<file path="src/rtl/loongarch_pkg.sv">
// Shared LoongArch decode constants: opcode field groups, default widths and
// the source-2 selection encoding used by the ID operand stage.
package loongarch_pkg;

  localparam int XLEN_DEF    = 32;
  localparam int RADDR_W_DEF = 5;

  // op_31_26 group
  localparam logic [5:0] OP6_ALU       = 6'h00;
  localparam logic [5:0] OP6_LU12I     = 6'h05;
  localparam logic [5:0] OP6_PCADDU12I = 6'h07;
  localparam logic [5:0] OP6_MEM       = 6'h0a;
  localparam logic [5:0] OP6_B         = 6'h14;
  localparam logic [5:0] OP6_BL        = 6'h15;
  localparam logic [5:0] OP6_BEQ       = 6'h16;
  localparam logic [5:0] OP6_BNE       = 6'h17;
  localparam logic [5:0] OP6_BLT       = 6'h18;
  localparam logic [5:0] OP6_BGE       = 6'h19;
  localparam logic [5:0] OP6_BLTU      = 6'h1a;
  localparam logic [5:0] OP6_BGEU      = 6'h1b;

  // op_25_22 group
  localparam logic [3:0] OP4_ALU  = 4'h0;
  localparam logic [3:0] OP4_ST_B = 4'h4;
  localparam logic [3:0] OP4_ST_H = 4'h5;
  localparam logic [3:0] OP4_ST_W = 4'h6;

  // op_21_20 group
  localparam logic [1:0] OP2_3R  = 2'b01;
  localparam logic [1:0] OP2_DIV = 2'b10;

  // op_19_15 group
  localparam logic [4:0] OP5_ADD    = 5'h00;
  localparam logic [4:0] OP5_SUB    = 5'h02;
  localparam logic [4:0] OP5_SLT    = 5'h04;
  localparam logic [4:0] OP5_SLTU   = 5'h05;
  localparam logic [4:0] OP5_NOR    = 5'h08;
  localparam logic [4:0] OP5_AND    = 5'h09;
  localparam logic [4:0] OP5_OR     = 5'h0a;
  localparam logic [4:0] OP5_XOR    = 5'h0b;
  localparam logic [4:0] OP5_SLL    = 5'h0e;
  localparam logic [4:0] OP5_SRL    = 5'h0f;
  localparam logic [4:0] OP5_SRA    = 5'h10;
  localparam logic [4:0] OP5_MUL    = 5'h18;
  localparam logic [4:0] OP5_MULH   = 5'h19;
  localparam logic [4:0] OP5_MULHU  = 5'h1a;

  typedef enum logic [1:0] {
    SRC2_NONE = 2'd0,
    SRC2_RK   = 2'd1,
    SRC2_RD   = 2'd2
  } src2_sel_e;

  // True for register-register ALU, multiply and divide forms
  function automatic logic is_3r(input logic [1:0] op2, input logic [4:0] op5);
    logic r;
    case (op2)
      OP2_3R: begin
        case (op5)
          OP5_ADD, OP5_SUB, OP5_SLT, OP5_SLTU, OP5_NOR, OP5_AND, OP5_OR,
          OP5_XOR, OP5_SLL, OP5_SRL, OP5_SRA, OP5_MUL, OP5_MULH, OP5_MULHU: r = 1'b1;
          default: r = 1'b0;
        endcase
      end
      OP2_DIV: r = (op5[4:2] == 3'b000);
      default: r = 1'b0;
    endcase
    return r;
  endfunction

endpackage

</file>
<file path="src/rtl/id_src_decode.sv">
// Combinational source-register decode: which of rj/rk/rd an instruction reads.
module id_src_decode
  import loongarch_pkg::*;
#(
  parameter int RADDR_W = RADDR_W_DEF
) (
  input  logic [31:0]        inst,
  output logic               src1_used,
  output logic [RADDR_W-1:0] src1,
  output logic               src2_used,
  output logic [RADDR_W-1:0] src2
);

  logic [5:0] op6_s;
  logic [3:0] op4_s;
  logic [1:0] op2_s;
  logic [4:0] op5_s;
  logic       no_src1_s;
  src2_sel_e  src2_sel_s;

  assign op6_s = inst[31:26];
  assign op4_s = inst[25:22];
  assign op2_s = inst[21:20];
  assign op5_s = inst[19:15];

  // lu12i.w / pcaddu12i share their major opcode with other forms; bit 25 separates them
  assign no_src1_s = (op6_s == OP6_B) || (op6_s == OP6_BL) ||
                     (((op6_s == OP6_LU12I) || (op6_s == OP6_PCADDU12I)) && !op4_s[3]);

  // Source-2 selection by instruction class
  always_comb begin
    src2_sel_s = SRC2_NONE;
    case (op6_s)
      OP6_BEQ, OP6_BNE, OP6_BLT, OP6_BGE, OP6_BLTU, OP6_BGEU: src2_sel_s = SRC2_RD;
      OP6_MEM: begin
        if ((op4_s == OP4_ST_B) || (op4_s == OP4_ST_H) || (op4_s == OP4_ST_W)) begin
          src2_sel_s = SRC2_RD;
        end else begin
          src2_sel_s = SRC2_NONE;
        end
      end
      OP6_ALU: begin
        if ((op4_s == OP4_ALU) && is_3r(op2_s, op5_s)) begin
          src2_sel_s = SRC2_RK;
        end else begin
          src2_sel_s = SRC2_NONE;
        end
      end
      default: src2_sel_s = SRC2_NONE;
    endcase
  end

  // Index outputs; unused sources read register 0
  always_comb begin
    src1_used = !no_src1_s;
    src1      = no_src1_s ? '0 : RADDR_W'(inst[9:5]);
    src2_used = 1'b0;
    src2      = '0;
    case (src2_sel_s)
      SRC2_RK: begin
        src2_used = 1'b1;
        src2      = RADDR_W'(inst[14:10]);
      end
      SRC2_RD: begin
        src2_used = 1'b1;
        src2      = RADDR_W'(inst[4:0]);
      end
      default: begin
        src2_used = 1'b0;
        src2      = '0;
      end
    endcase
  end

endmodule

</file>
<file path="src/rtl/id_operand_stage.sv">
// ID stage: IF->ID register, operand bypass from EX/ME/WB, hazard stall and
// a saturating stall-cycle counter.
module id_operand_stage
  import loongarch_pkg::*;
#(
  parameter int XLEN    = XLEN_DEF,
  parameter int RADDR_W = RADDR_W_DEF,
  parameter bit FWD_EN  = 1'b1,
  parameter int CNT_W   = 32
) (
  input  logic               clk,
  input  logic               resetn,
  input  logic               if_valid,
  input  logic [XLEN-1:0]    if_pc,
  input  logic [31:0]        if_inst,
  output logic               id_allowin,
  input  logic               flush,
  input  logic               ex_allowin,
  output logic               id_to_ex_valid,
  output logic [XLEN-1:0]    id_pc,
  output logic [31:0]        id_inst,
  output logic [RADDR_W-1:0] rf_raddr1,
  output logic [RADDR_W-1:0] rf_raddr2,
  input  logic [XLEN-1:0]    rf_rdata1,
  input  logic [XLEN-1:0]    rf_rdata2,
  input  logic               ex_valid,
  input  logic               ex_we,
  input  logic               ex_ready,
  input  logic [RADDR_W-1:0] ex_dest,
  input  logic [XLEN-1:0]    ex_data,
  input  logic               me_valid,
  input  logic               me_we,
  input  logic               me_ready,
  input  logic [RADDR_W-1:0] me_dest,
  input  logic [XLEN-1:0]    me_data,
  input  logic               wb_valid,
  input  logic               wb_we,
  input  logic [RADDR_W-1:0] wb_dest,
  input  logic [XLEN-1:0]    wb_data,
  output logic [XLEN-1:0]    src1_value,
  output logic [XLEN-1:0]    src2_value,
  output logic               stall,
  output logic [CNT_W-1:0]   stall_cnt
);

  logic               id_valid_r;
  logic [XLEN-1:0]    id_pc_r;
  logic [31:0]        id_inst_r;
  logic [CNT_W-1:0]   stall_cnt_r;
  logic               src1_used_s;
  logic               src2_used_s;
  logic [RADDR_W-1:0] src1_s;
  logic [RADDR_W-1:0] src2_s;
  logic [RADDR_W-1:0] src_idx_s [2];
  logic               src_used_s [2];
  logic [XLEN-1:0]    rf_data_s [2];
  logic [XLEN-1:0]    src_val_s [2];
  logic               hazard_s [2];
  logic               ready_go_s;

  id_src_decode #(.RADDR_W(RADDR_W)) u_src_decode (
    .inst      (id_inst_r),
    .src1_used (src1_used_s),
    .src1      (src1_s),
    .src2_used (src2_used_s),
    .src2      (src2_s)
  );

  assign src_idx_s[0]  = src1_s;
  assign src_idx_s[1]  = src2_s;
  assign src_used_s[0] = src1_used_s;
  assign src_used_s[1] = src2_used_s;
  assign rf_data_s[0]  = rf_rdata1;
  assign rf_data_s[1]  = rf_rdata2;

  // Per-source operand resolution, EX > ME > WB > RF, recomputed every cycle
  always_comb begin
    for (int i = 0; i < 2; i++) begin
      logic ex_m, me_m, wb_m, haz;
      ex_m = ex_valid & ex_we & (ex_dest == src_idx_s[i]) & (src_idx_s[i] != '0);
      me_m = me_valid & me_we & (me_dest == src_idx_s[i]) & (src_idx_s[i] != '0);
      wb_m = wb_valid & wb_we & (wb_dest == src_idx_s[i]) & (src_idx_s[i] != '0);
      src_val_s[i] = rf_data_s[i];
      haz          = 1'b0;
      if (src_idx_s[i] == '0) begin
        src_val_s[i] = '0;
        haz          = 1'b0;
      end else if (FWD_EN) begin
        if (ex_m) begin
          src_val_s[i] = ex_data;
          haz          = !ex_ready;
        end else if (me_m) begin
          src_val_s[i] = me_data;
          haz          = !me_ready;
        end else if (wb_m) begin
          src_val_s[i] = wb_data;
          haz          = 1'b0;
        end else begin
          src_val_s[i] = rf_data_s[i];
          haz          = 1'b0;
        end
      end else begin
        src_val_s[i] = rf_data_s[i];
        haz          = ex_m | me_m | wb_m;
      end
      hazard_s[i] = haz & src_used_s[i];
    end
  end

  assign stall          = id_valid_r & (hazard_s[0] | hazard_s[1]);
  assign ready_go_s     = !stall;
  assign id_allowin     = !id_valid_r | (ready_go_s & ex_allowin);
  assign id_to_ex_valid = id_valid_r & ready_go_s & !flush;
  assign rf_raddr1      = src1_s;
  assign rf_raddr2      = src2_s;
  assign src1_value     = src_val_s[0];
  assign src2_value     = src_val_s[1];
  assign id_pc          = id_pc_r;
  assign id_inst        = id_inst_r;
  assign stall_cnt      = stall_cnt_r;

  // Valid flag: flush wins over an incoming instruction
  always_ff @(posedge clk or negedge resetn) begin
    if (!resetn) begin
      id_valid_r <= 1'b0;
    end else if (flush) begin
      id_valid_r <= 1'b0;
    end else if (id_allowin) begin
      id_valid_r <= if_valid;
    end
  end

  // PC and instruction capture
  always_ff @(posedge clk or negedge resetn) begin
    if (!resetn) begin
      id_pc_r   <= '0;
      id_inst_r <= 32'h0000_0000;
    end else if (if_valid && id_allowin && !flush) begin
      id_pc_r   <= if_pc;
      id_inst_r <= if_inst;
    end
  end

  // Saturating stall-cycle counter
  always_ff @(posedge clk or negedge resetn) begin
    if (!resetn) begin
      stall_cnt_r <= '0;
    end else if (stall && (stall_cnt_r != '1)) begin
      stall_cnt_r <= stall_cnt_r + CNT_W'(1'b1);
    end
  end

endmodule

</file>
<file path="config.mk">
export PLATFORM = sky130hd
export DESIGN_NAME = id_operand_stage
export DESIGN_NICKNAME = d
export VERILOG_FILES = /design/src/rtl/loongarch_pkg.sv /design/src/rtl/id_src_decode.sv /design/src/rtl/id_operand_stage.sv
export SDC_FILE = /design/constraint.sdc
export NUM_CORES = 1
export LEC_CHECK = 0
export BUFFER_PORTS_ARGS = -buffer_cell sky130_fd_sc_hd__buf_2
export CORE_AREA = 4 4 163 165
export DETAILED_ROUTE_END_ITERATION = 8
export DIE_AREA = 0 0 167 169
export MAX_ROUTING_LAYER = met4
export PLACE_DENSITY = 0.57
export SYNTH_ARGS = -nofsm -noshare
export SYNTH_HDL_FRONTEND = slang
export SYNTH_SLANG_ARGS = --single-unit
</file>
<file path="constraint.sdc">
create_clock -name clk -period 4.7 [get_ports clk]
set_input_delay 0.235 -clock clk [delete_from_list [all_inputs] [get_ports clk]]
set_output_delay 0.235 -clock clk [all_outputs]
set_load 0.01 [all_outputs]
</file>
### After elaboration in Yosys (flattened, before gate mapping)

Memory sizes are Yosys's and may differ from the RTL's.
Cells that the tools add are included.

* multiplexer cells: 24
* eq/ne operators: 25
* $add $sub $neg: 1
* shifts and indexed selects: 0
* divide/modulo/power cells: 0
* multiply operators: 0
* bitwise gates (word level): 23
* reduce and logical (&&, ||, !) cells: 27
* $lt $le $gt $ge: 0

Operators by type and width (count)
* two-way mux 32 bit: 8
* == test 6 x 5 -> 1 bit (second input constant): 8
* adder 32 x 1 -> 32 bit (second input constant): 1
* inequality test 32 bit (second input constant): 1
* == test 5 bit: 6
* bitwise AND 1 bit: 21
* == test 4 x 3 -> 1 bit (second input constant): 3
* == test 6 x 3 -> 1 bit (second input constant): 2
* two-way mux 1 bit: 11
* zero test 5 bit: 2
* one-hot mux 5 bit (2 select lines): 1
* nonzero test 5 bit: 2
* zero test 1 bit: 7
* == test 6 x 4 -> 1 bit (second input constant): 1
* zero test 6 bit: 1
* one-hot mux 2 bit (3 select lines): 1
* OR reduction 6 bit: 1
* logical AND 1 bit: 5
* logical OR 1 bit: 5
* two-way mux 5 bit: 1
* == test 2 x 1 -> 1 bit (second input constant): 2
* == test 2 bit (second input constant): 2
* zero test 4 bit: 1
* zero test 3 bit: 1
* other kinds (5): 6

* bits of input ports: 252
* register bits: 97
* logic and storage cells: 105
* memories: 1
* bits in read-only memories: 32
* bits in latches: 0
* memory bits (writable): 0

Memory list
* (no name shown): depth 32, bits a word 1, read ports 1, clocked after Yosys merged registers in 0, write ports 0, RTL line loongarch_pkg.sv:59 `case (op5)`

### Longest topological paths before layout

Gate-level depths: netlist of the first run.

* word-level depth: 22
* mapped depth: 18
* gate-level depth less buffers: 15

### Modules after synthesis

Synthesis of the first run repeated with hierarchy kept, for this count alone.

* cells, all modules: 711
* area, all modules: 6790.3 µm²

Modules (own cells, without submodules)
* id_operand_stage: area each 6468.7 µm², cells each 661, instances 1, seq. area each 2427.3 µm²
* id_src_decode: area each 321.6 µm², cells each 50, instances 1, seq. area each 0.0 µm²

### Worst setup path before layout of the first run

No wires, ideal clock.

* path type: register to register
* start: register id_inst_r[28], in the netlist id_inst[28]
* end: register id_inst_r[0], in the netlist id_inst[0]
* arrival: 4.102 ns
* buffers on the path: 3
* cell stages (with the launch flop): 18
* setup slack: 0.470 ns
* required time: 4.573 ns
* library setup time: 0.127 ns
* path through: dfrtp_1 > or4_1 > nor2_1 > nand3_1 > nor2_1 > inv_1 > ha_1 > a22oi_1 > nor2_1 > or4_1 > and4_1 > clkbuf_1 > o21ba_1 > o31a_1 > nor3b_2 > buf_4 > buf_6 > mux2_1

* word-level cells in the longest chain between the ends: 19
* elaborated cells on any way between the ends: 56
* those cells by class: 17 x eq/ne; 10 x mux; 14 x bitwise; 15 x reduce/logical

Ends and longest elaborated chain
* from (decl): RTL line id_operand_stage.sv:48 `logic [31:0] id_inst_r;`
* from (signal assigned): RTL line id_operand_stage.sv:140 `id_inst_r <= if_inst;`
* == test 6 x 5 -> 1 bit: RTL line id_src_decode.sv:33 `case (op6_s)`
* OR reduction 6 bit: RTL line id_src_decode.sv:33
* one-hot mux 2 bit (3 select lines) *: RTL line id_src_decode.sv:33
* == test 2 bit / == test 2 x 1 -> 1 bit (equally long branches): RTL line id_src_decode.sv:59 `case (src2_sel_s)`
* one-hot mux 5 bit (2 select lines) *: RTL line id_src_decode.sv:59
* named net rf_raddr2[0]: RTL line id_operand_stage.sv:23 `output logic [RADDR_W-1:0] rf_raddr2,`
* == test 5 bit: RTL line id_operand_stage.sv:81 `me_m = me_valid & me_we & (me_dest == src_idx_s[i]) & (src_idx_s[i] != '0);`
* bitwise AND 1 bit (2 in series): RTL line id_operand_stage.sv:81
* [2 not listed]
* two-way mux 1 bit *: RTL line id_operand_stage.sv:85 `if (src_idx_s[i] == '0) begin`
* bitwise AND 1 bit *: RTL line id_operand_stage.sv:106 `hazard_s[i] = haz & src_used_s[i];`
* OR 1 bit *: RTL line id_operand_stage.sv:110 `assign stall = id_valid_r & (hazard_s[0] | hazard_s[1]);`
* bitwise AND 1 bit *: RTL line id_operand_stage.sv:110
* zero test 1 bit *: RTL line id_operand_stage.sv:111 `assign ready_go_s = !stall;`
* bitwise AND 1 bit *: RTL line id_operand_stage.sv:112 `assign id_allowin = !id_valid_r | (ready_go_s & ex_allowin);`
* OR 1 bit *: RTL line id_operand_stage.sv:112
* logical AND 1 bit * (2 in series): RTL line id_operand_stage.sv:138 `end else if (if_valid && id_allowin && !flush) begin`

The timed path passes the listed nets; every way through them passes the cells marked *.
A chain may end at the register's enable or synchronous reset.

### Final worst setup path of the first run

* start: register id_inst_r[28], in the netlist id_inst[28]
* end: register id_inst_r[1], in the netlist id_inst[1]

* word-level cells in the longest chain between the ends: 19
* elaborated cells on any way between the ends: 56
* those cells by class: 17 x eq/ne; 10 x mux; 14 x bitwise; 15 x reduce/logical

Ends and longest elaborated chain
* == test 6 x 5 -> 1 bit / == test 6 x 3 -> 1 bit (equally long branches): RTL line id_src_decode.sv:33, id_src_decode.sv:28
* OR reduction 6 bit / logical OR 1 bit (equally long branches): RTL line id_src_decode.sv:33, id_src_decode.sv:28
* one-hot mux 2 bit (3 select lines) / logical AND 1 bit (equally long branches): RTL line id_src_decode.sv:33, id_src_decode.sv:28
* == test 2 bit, or another cell as far along: RTL line id_src_decode.sv:59
* one-hot mux 5 bit (2 select lines) / two-way mux 5 bit (equally long branches): RTL line id_src_decode.sv:59, id_src_decode.sv:56
* == test 5 bit: RTL line id_operand_stage.sv:81
* bitwise AND 1 bit (2 in series): RTL line id_operand_stage.sv:81
* two-way mux 1 bit: RTL line id_operand_stage.sv:92 `end else if (me_m) begin`
* two-way mux 1 bit: RTL line id_operand_stage.sv:89 `if (ex_m) begin`
* two-way mux 1 bit: RTL line id_operand_stage.sv:85
* bitwise AND 1 bit: RTL line id_operand_stage.sv:106
* OR 1 bit *: RTL line id_operand_stage.sv:110
* bitwise AND 1 bit *: RTL line id_operand_stage.sv:110
* zero test 1 bit *: RTL line id_operand_stage.sv:111
* bitwise AND 1 bit *: RTL line id_operand_stage.sv:112
* OR 1 bit *: RTL line id_operand_stage.sv:112
* logical AND 1 bit * (2 in series): RTL line id_operand_stage.sv:138

Every way passes the cells marked *; elsewhere a longest branch is shown, timed or not.

==> reports/qor.csv, run 1 <==
metric;value;unit
synth.ff_latch_count;97;
placementRows;58;
path_clk_slew;0.08;ns
die_y;169;um
cp-start-kind;flop;
root_buffer;clkbuf_16;
cp_num_buf_inv;2;
finalSetupViolCount;0;
initial_core_util;27.0;%
synthArstFlopShare;100;%
cts_tree;built;
r2r_cells;15;
cp_max_fo;30;
grt_pass1_vias;7378;
slew_headroom;42.0;%
io-pin-count;425;
path_cells;or4_1 > nor2_1 > nand3_1 > nor2_1 > inv_1 > ha_2 > a22oi_2 > nor2_2 > or4_1 > and4_1 > o21ba_2 > o31a_1 > nor3b_4 > buf_8 > mux2_1;
final-hold-violation-count;0;
status;completed;
timing.final.crit_share;94.6;%
grtUsageTotal;20.1;%
arrival;4.68;ns
cts-buffers-inserted;9;
power_density;260;nW/um^2
gp_congestion;0.940;
nNetsFinal;1380;
htree_levels;3;
leakagePower;5.27;nW
coreArea;25000;sq um
grt_overflow;0;
antenna_found_initial;12;
ys_types;51;
antenna_left;0;
cts_sinks;97;
cpPeakStageDelay;0.55;ns
multiInputGateArea;4120;sq um
tightest_slew;0.862;ns
place_ws;0.0712;ns
crit_required;4.93;ns
p_comb_share;29.8;%
irDropWorstVdd;253;uV
portBuffers;424;
nFillCells;2642;
crit_slowest_cell;or4_1;
viasPerCell;4.94;
die_w;167;um
syn2layout_area_growth;43.8;%
fin_total_pwr;2.53;mW
timing.final.ws_setup;0.252;ns
dieArea;28200;sq um
drt-initial-drc-count;418;
syn_area;6760;sq um
clock_latency;0.35;ns
cp_top_family;simple AND/OR/NAND/NOR gates;
fin_crit;4.45;ns
drt-pass1-iter-count;6;
critical_path.endpoint_type;flop;
synth_edf_count;0;
p_int;1.67;mW
clockPowerShare;29.5;%
regArea;2430;sq um
synth_cells;716;
cap_violations;0;
synthFlopType;dfrtp_1;
drcViolationCount;0;
power_switching;0.855;mW
final_max_slew_viol_count;0;
path_depth;15;
path_class;reg -> reg;
hold_class;in -> reg;
wirelength;29.6;mm
ys_warn_count;0;
clk_path_buf_depth;2;
vias;7250;
placed_cell_area;9260;sq um
power_frac_seq;40.7;%
finClkSkew;0.0129;ns
syn_nets;973;
fmax;225;MHz
synth.avg_cell_area;9.44;sq um
drive_above_1_share;43.4;%
grt_max_degree;65;
dp_hpwl;23.7;mm
finalSetupTns;0;ns
final_cell_area;9720;sq um
grt_pass1_wl;43.5;mm
routedWlPerCell;20.1;um
swShare;33.8;%
holdPathStages;2;
synth_seq_area_share;35.9;%
cell usage in the layout (no fill, tap or decap), types with 18 or more instances in the layout:
cell type / netlist / layout
nand2_1: 52 / 52
mux2_1: 60 / 60
a21o_1: 32 / 32
mux2i_1: 64 / 64
a211oi_1: 33 / 33
a22o_1: 32 / 32
nor2_1: 58 / 57
o21ai_0: 46 / 46
buf_4: 1 / 18
dfrtp_1: 97 / 97
buf_2: 0 / 423
xor2_1: 38 / 38
Yosys cell counts (6+ instances only):
cell type / instances / area [sq um]
a211oi_1: 33 / 248
a21o_1: 32 / 240
a22o_1: 32 / 280
and2_1: 7 / 43.8
buf_1: 7 / 26.3
buf_6: 6 / 67.6
clkbuf_1: 38 / 143
dfrtp_1: 97 / 2430
inv_1: 15 / 56.3
mux2_1: 60 / 676
mux2i_1: 64 / 641
nand2_1: 52 / 195
nand3_1: 14 / 70.1
nand4_1: 7 / 43.8
nor2_1: 58 / 218
nor3_1: 17 / 85.1
nor4_1: 14 / 87.6
o21ai_0: 46 / 230
or3_1: 8 / 50.1
xnor2_1: 11 / 96.3
xor2_1: 38 / 333
cells by family (layout without fill, tap and decap cells):
logic type      count (synthesis)  count (layout)  share of synthesized area, %
compound gates                163             163                          17.0
xor+xnor                       49              49                          6.35
fa+ha+maj                       5               5                         0.926
buf+inv                        67             479                          4.44
flops                          97              97                          35.9
mux                           129             129                          20.3
other cells                     0              11                             0
simple gates                  206             206                          15.0
power by group through the flow:
stage | Sequential (mW) | Combinational (mW) | Clock (mW)
after floorplan | 1.06 | 0.310 | 0
after global placement | 1.04 | 0.738 | 0
after detailed placement | 1.04 | 0.747 | 0
after CTS | 1.03 | 0.751 | 0.769
after global routing | 1.04 | 0.821 | 0.801
final | 1.03 | 0.753 | 0.746
what timing repair did:
action,in CTS,in global routing
setup endpoints to repair,2,97
hold endpoints to repair,51,0
hold buffers,1,0
buffers inserted,0,4
pin swaps,0,2
gates resized for setup,2,14
gates cloned,0,2
stage by stage:
stage | hold slack (ns) | utilization, % | cells
floorplan | -0.0606 | - | 716
global placement | 0.317 | 37.0 | 1435
detailed placement | 0.313 | 37.0 | 1435
CTS | 0.0836 | 38.3 | 1452
global route | 0.0897 | 38.8 | 1469
finish | 0.0966 | 38.8 | 1469
registers in the layout (all words and copies together) (netlist names):
| name | flops |
|---|---|
| id_valid_r | 1 |
| id_inst | 32 |
| id_pc | 32 |
| stall_cnt | 32 |
per-layer routing:
layer / track usage [%] / vias to the layer above / routed length, um
met2: 34.7 / 306 / 15000
met4: 6.83 / 0 / 778
met5: - / - / 0
li1: - / 3436 / -
met3: 5.98 / 36 / 2450
met1: 22.2 / 3472 / 11300
cell type report:
type	count	area share, %
Clock buffer	9	2.32
Multi-Input combinational cell	552	42.4
Timing Repair Buffer	448	24.4
Sequential cell	97	25.0
Antenna cell	11	0.283
Tap cell	330	4.25
Clock inverter	7	0.837
Inverter	15	0.579
path summary, 6_finish.rpt:
kind | startpoint | endpoint | slack [ns]
max | id_inst[28] | id_inst[1] | 0.25
max reg2reg | id_inst[28] | id_inst[1] | 0.25
min | if_inst[21] | id_inst[21] | 0.1
min in group asynchronous | resetn | id_pc[20] | 0.47
min reg2reg | id_pc[17] | id_pc[17] | 0.49
max in group asynchronous | resetn | id_pc[5] | 3.17
(Power assumes the default switching activity.)
==> run 2: changes to the inputs <==
- BUFFER_PORTS_ARGS: -buffer_cell sky130_fd_sc_hd__buf_2 -> -buffer_cell sky130_fd_sc_hd__buf_4
- SLEW_MARGIN: default -> 20
==> reports/qor.csv, run 2 (same netlist as run 1, synthesis figures left out) <==
metric;value;unit;change
finClkSkew;0.0102;ns;-0.00268 ns
grt_pass1_vias;7490;;+1.5%
nNetsFinal;1378;;-0.14%
drt-pass1-iter-count;4;;-2
path_clk_slew;0.08;ns;about the same
cpPeakStageDelay;0.55;ns;about the same
finalSetupViolCount;0;;unchanged
finalSetupTns;0;ns;unchanged
place_ws;0.0683;ns;-0.00287 ns
power_switching;0.864;mW;+1.0%
timing.final.ws_setup;0.249;ns;-0.00308 ns
reg2reg_slack;0.25;ns;about the same
placementRows;58;;unchanged
drt-initial-drc-count;396;;-5.3%
routedWlPerCell;21.0;um;+4.5%
hold_class;in -> reg;;
p_int;1.81;mW;+8.2%
clockPowerShare;27.6;%;-1.9 points
fin_cells;1461;;-0.54%
fmax;225;MHz;about the same
final_max_slew_viol_count;0;;unchanged
gp_congestion;0.907;;-3.5%
vias;7141;;-1.5%
crit_required;4.93;ns;about the same
io-pin-count;425;;unchanged
mostFrequentLayoutCells;438 x buf_4, 97 x dfrtp_1, 64 x mux2i_1;;
cts_tree;built;;
grt_overflow;0;;unchanged
root_buffer;clkbuf_16;;
fin_total_pwr;2.67;mW;+5.7%
drcViolationCount;0;;unchanged
clock_latency;0.35;ns;about the same
dp_hpwl;24.4;mm;+2.8%
swShare;32.3;%;-1.5 points
power_density;248;nW/um^2;-4.7%
antenna_left;0;;unchanged
grt_pass1_wl;45.1;mm;+3.6%
clk_path_buf_depth;2;;unchanged
leakagePower;5.56;nW;+5.6%
crit_slowest_cell;or4_1;;
slew_headroom;47.6;%;+5.6 points
die_y;169;um;unchanged
cts_sinks;97;;unchanged
path_class;reg -> reg;;
initial_core_util;27.0;%;unchanged
irDropWorstVdd;183;uV;-28%
coreArea;25000;sq um;unchanged
dp_cells;1433;;-0.14%
htree_levels;3;;unchanged
grt_max_degree;65;;unchanged
power_frac_seq;38.9;%;-1.8 points
dieArea;28200;sq um;unchanged
fin_crit;4.45;ns;+0.00307 ns
tightest_slew;0.785;ns;-0.0771 ns
status;completed;;
crit_path_frequent_cell;nor2_2;;
cp-start-kind;flop;;
path_cells;or4_1 > nor2_2 > nand3_1 > nor2_2 > inv_1 > ha_2 > a22oi_2 > buf_4 > nor3_1 > nor4b_1 > and3_1 > o31ai_4 > o31a_1 > nor3b_4 > buf_12 > clkbuf_16 > mux2_1;;
critical_path.endpoint_type;flop;;
layout.cells.most_common;buf_4;;
use_met1;23.3;%;+1.0 points
wirelength;30.7;mm;+3.9%
viasPerCell;4.89;;-0.96%
grt_util_met2;36.2;%;+1.5 points
grtUsageTotal;21.0;%;+0.88 points
p_comb_share;33.5;%;+3.7 points
cts-buffers-inserted;9;;unchanged
arrival;4.68;ns;about the same
portBuffers;424;;unchanged
antenna_found_initial;5;;-7
die_w;167;um;unchanged
syn2layout_area_growth;59.5;%;
timing.final.crit_share;94.7;%;about the same
cap_violations;0;;unchanged
grt_setup_unrepaired;no;;
cp_max_fo;16;;-47%
drive_above_1_share;43.5;%;+0.077 points
top_usage_layer;met2;;
use_met3;6.35;%;+0.37 points
final-hold-violation-count;0;;unchanged
[run 2: cell types whose count changed in the layout (fill, tap and decap cells not counted), sizes merged]
cell,before,now
buf,446,443
clkbuf,10,11
clkinv,2,4
diode,11,5
inv,20,18
[run 2: layout make-up]
| type | instances | area [sq um] |
|---|---|---|
| antenna | 5 | 12.5 |
| inverter | 15 | 56.3 |
| timing repair buffer | 446 | 3450 |
| sequential | 97 | 2430 |
| fill | 2546 | 14300 |
| clock inverter | 7 | 73.8 |
| clock buffer | 9 | 225 |
| tap | 330 | 413 |
| multi-input combinational | 552 | 4130 |
[run 2: worst paths after layout]
check                       startpoint            end  cells past startpoint
min in group asynchronous       resetn      id_pc[13]                      2
setup reg to reg           id_inst[28]       id_pc[4]                     17
max in group asynchronous       resetn  stall_cnt[28]                      3
setup / recovery           id_inst[28]       id_pc[4]                     17
hold reg to reg              id_pc[24]      id_pc[24]                      1
hold / removal                   flush     id_valid_r                      2
[run 2: repair_timing]
action / in CTS / in global routing
resized for setup: 1 / 18
setup endpoints to repair: 1 / 104
pin swaps: 0 / 5
hold endpoints to repair: 58 / 0
hold buffers: 1 / 0
cloned: 0 / 3
setup buffers: 0 / 3
[run 2: power by group through the flow]
stage | logic, mW | registers [mW] | clock network, mW
floorplan | 0.310 | 1.06 | 0
global placement | 0.880 | 1.05 | 0
detailed placement | 0.887 | 1.05 | 0
CTS | 0.889 | 1.04 | 0.764
global route | 0.968 | 1.06 | 0.797
finish | 0.895 | 1.04 | 0.737
[run 2: through the flow]
step,cell area [sq um],util (%),hold slack (ns)
2_1_floorplan,6760,-,-0.0606
3_3_place_gp,10300,41.2,0.367
3_5_place_dp,10300,41.2,0.362
4_1_cts,10600,42.4,0.0688
5_1_grt,10800,43.1,0.0806
6_report,10800,43.1,0.0831
[run 2: worst max-delay path: cells and delay by family (launching register included)]
family | cells | cell delay (ns)
compound gates | 3 | 0.75
fa+ha+maj | 1 | 0.23
buf+inv | 4 | 0.57
flops | 1 | 0.42
mux | 1 | 0.33
simple gates | 8 | 2.04
[run 2: layer usage]
metal / wire (um) / vias to the layer above / part of all wire, %
met1: 11700 / 3376 / 38
met3: 2430 / 47 / 7.9
li1: - / 3418 / -
met5: 0 / - / 0
met2: 15600 / 300 / 51
met4: 983 / 0 / 3.2
==> run 3: changes to the inputs <==
- HOLD_SLACK_MARGIN: default -> 0.05
- TNS_END_PERCENT: default -> 100
- clock period: 4.7 -> 4.2 ns (I/O delays scaled with it)
==> reports/qor.csv, run 3 (same netlist as run 1, synthesis figures left out) <==
metric;value;unit;change
timing.final.ws_setup;-0.00869;ns;-0.258 ns
final_cell_area;11500;sq um;+6.3%
dieArea;28200;sq um;unchanged
htree_levels;3;;unchanged
met3_length;2.86;mm;+18%
crit_required;3.99;ns;-0.94 ns
placed_cell_area;10700;sq um;+3.4%
grt_setup_unrepaired;yes;;
antenna_left;0;;unchanged
nFillCells;2528;;-0.71%
cp_top_family;simple AND/OR/NAND/NOR gates;;
gp_congestion;0.921;;+1.5%
final_max_slew_viol_count;0;;unchanged
hold_class;in -> async;;
final-hold-violation-count;0;;unchanged
crit_end;src2_value[5];;
clock_latency;0.35;ns;about the same
startpoint;id_inst[25];;
die_y;169;um;unchanged
reg2reg_slack;0.03;ns;-0.22 ns
finalSetupTns;-0.00869;ns;-0.00869 ns
route.met2.wl;16.8;mm;+8.1%
finalSetupViolCount;1;;+1
power_density;265;nW/um^2;+6.9%
path_depth;17;;unchanged
violations;negative setup slack;;
portBuffers;424;;unchanged
critical_path.endpoint_type;output pin;;
arrival;4.00;ns;-0.68 ns
drt-pass1-iter-count;5;;+1
die_w;167;um;unchanged
r2r_end;id_inst[22];;
tightest_slew;0.985;ns;+0.200 ns
mostFrequentLayoutCells;456 x buf_4, 97 x dfrtp_1, 61 x mux2i_1;;
wirelength;32.6;mm;+6.1%
fmax;238;MHz;
cp_max_fo;8;;-8
path_cells;or4_4 > nor2_4 > nand3_2 > nor2_4 > inv_2 > ha_4 > a22oi_2 > nor2_2 > or4_4 > buf_4 > nand4_1 > buf_6 > buf_12 > mux2i_2 > a211oi_2 > a21o_1 > buf_4;;
fin_crit;4.21;ns;
crit_slowest_cell;or4_4;;
placementRows;58;;unchanged
leakagePower;5.84;nW;+5.1%
cts-buffers-inserted;9;;unchanged
cpPeakStageDelay;0.55;ns;about the same
slew_headroom;34.3;%;-13 points
status;finished with violations;;
drt-initial-drc-count;501;;+27%
irDropWorstVdd;264;uV;+45%
initial_core_util;27.0;%;unchanged
met1_length;12.0;mm;+2.5%
cp-start-kind;flop;;
nNetsFinal;1420;;+3.0%
path_clk_slew;0.08;ns;about the same
routedWlPerCell;21.7;um;+3.3%
grt_overflow;0;;unchanged
root_buffer;clkbuf_16;;
timing.final.crit_share;100;%;
grt_pass1_wl;46.6;mm;+3.3%
r2r-start;id_inst[25];;
grt_pass1_vias;7559;;+0.92%
clk_path_buf_depth;2;;unchanged
coreArea;25000;sq um;unchanged
grtUsageTotal;21.8;%;+0.80 points
maxUsedRoutingLayer;met4;;
cts_tree;built;;
viasPerCell;4.96;;+1.6%
cp_num_buf_inv;5;;+1
vias;7452;;+4.4%
dp_hpwl;25.5;mm;+4.8%
grt_max_degree;77;;+18%
drcViolationCount;0;;unchanged
fin_total_pwr;3.04;mW;+14%
layout.cells.most_common;buf_4;;
cap_violations;0;;unchanged
r2r_cells;16;;-1
io-pin-count;425;;unchanged
path_class;reg -> out;;
syn2layout_area_growth;69.6;%;
drive_above_1_share;48.6;%;+5.1 points
antenna_found_initial;3;;-2
finClkSkew;0.0123;ns;+0.00207 ns
cts_sinks;97;;unchanged
==> run 3: how the worst min path moves through the flow <==
stage              start             to  slack (ns)  depth (start not counted)
5_1_grt        if_pc[19]      id_pc[19]        0.06                          2
3_3_place_gp       flush     id_valid_r        0.41                          2
6_report          resetn  stall_cnt[13]       0.008                          1
2_1_floorplan     resetn     id_inst[0]       -0.09                          0
3_5_place_dp       flush     id_valid_r        0.41                          2
4_1_cts           resetn  stall_cnt[14]        0.06                          1
==> run 3: cell type report <==
| cell class | instances | area, sq um | share of cell area, % |
|---|---|---|---|
| diodes | 3 | 7.51 | 0.0655 |
| clock buffers | 9 | 225 | 1.96 |
| clock inverters | 7 | 63.8 | 0.557 |
| inverters | 15 | 56.3 | 0.491 |
| multi-input cells | 552 | 4330 | 37.7 |
| flip-flops and latches | 97 | 2430 | 21.2 |
| well taps | 330 | 413 | 3.60 |
| repair buffers | 488 | 3950 | 34.4 |
==> run 3: per-stage QoR <==
stage                     std cells  hold slack, ns  setup WS, ns  util (%)
after CTS                      1485          0.0556      -0.00405      43.9
final                          1501         0.00831      -0.00869      45.8
after detailed placement       1468           0.411        -0.113      42.6
after floorplan                 716         -0.0856        0.0257         -
after global routing           1501          0.0630        -0.175      45.8
after global placement         1468           0.409       -0.0413      42.6
==> run 3: what timing repair did <==
item	CTS	global route
gates resized for setup	9	69
hold buffers	1	0
endpoints found under the hold margin	1	0
cloned	0	5
setup buffers	0	9
pin swaps	1	36
setup endpoints to repair	96	106
==> run 3: power by group <==
part | leakage [nW] | total (mW) | switching (mW) | internal [mW]
combinational | 4.50 | 1.07 | 0.465 | 0.605
clock | 0.145 | 0.807 | 0.393 | 0.415
sequential | 1.20 | 1.16 | 0.118 | 1.04
total | 5.84 | 3.04 | 0.975 | 2.06
==> run 3: routing by layer <==
layer  global-route usage (%)  vias to the layer above
met3                     7.38                       44
met2                     37.9                      330
li1                         -                     3498
met5                        -                        -
met4                     5.73                        0
met1                     24.0                     3580
==> run 3: worst reg2reg max path, stage by stage (launching register included) <==
cell,delay (ns)
dfrtp_1,0.39
or4_4,0.55
nor2_4,0.15
nand3_2,0.09
nor2_4,0.15
inv_2,0.06
ha_4,0.18
a22oi_2,0.22
nor2_2,0.06
or4_4,0.54
and4_1,0.18
o21ba_1,0.21
o31a_1,0.29
nor3b_4,0.33
clkbuf_16,0.22
buf_4,0.13
mux2_1,0.32
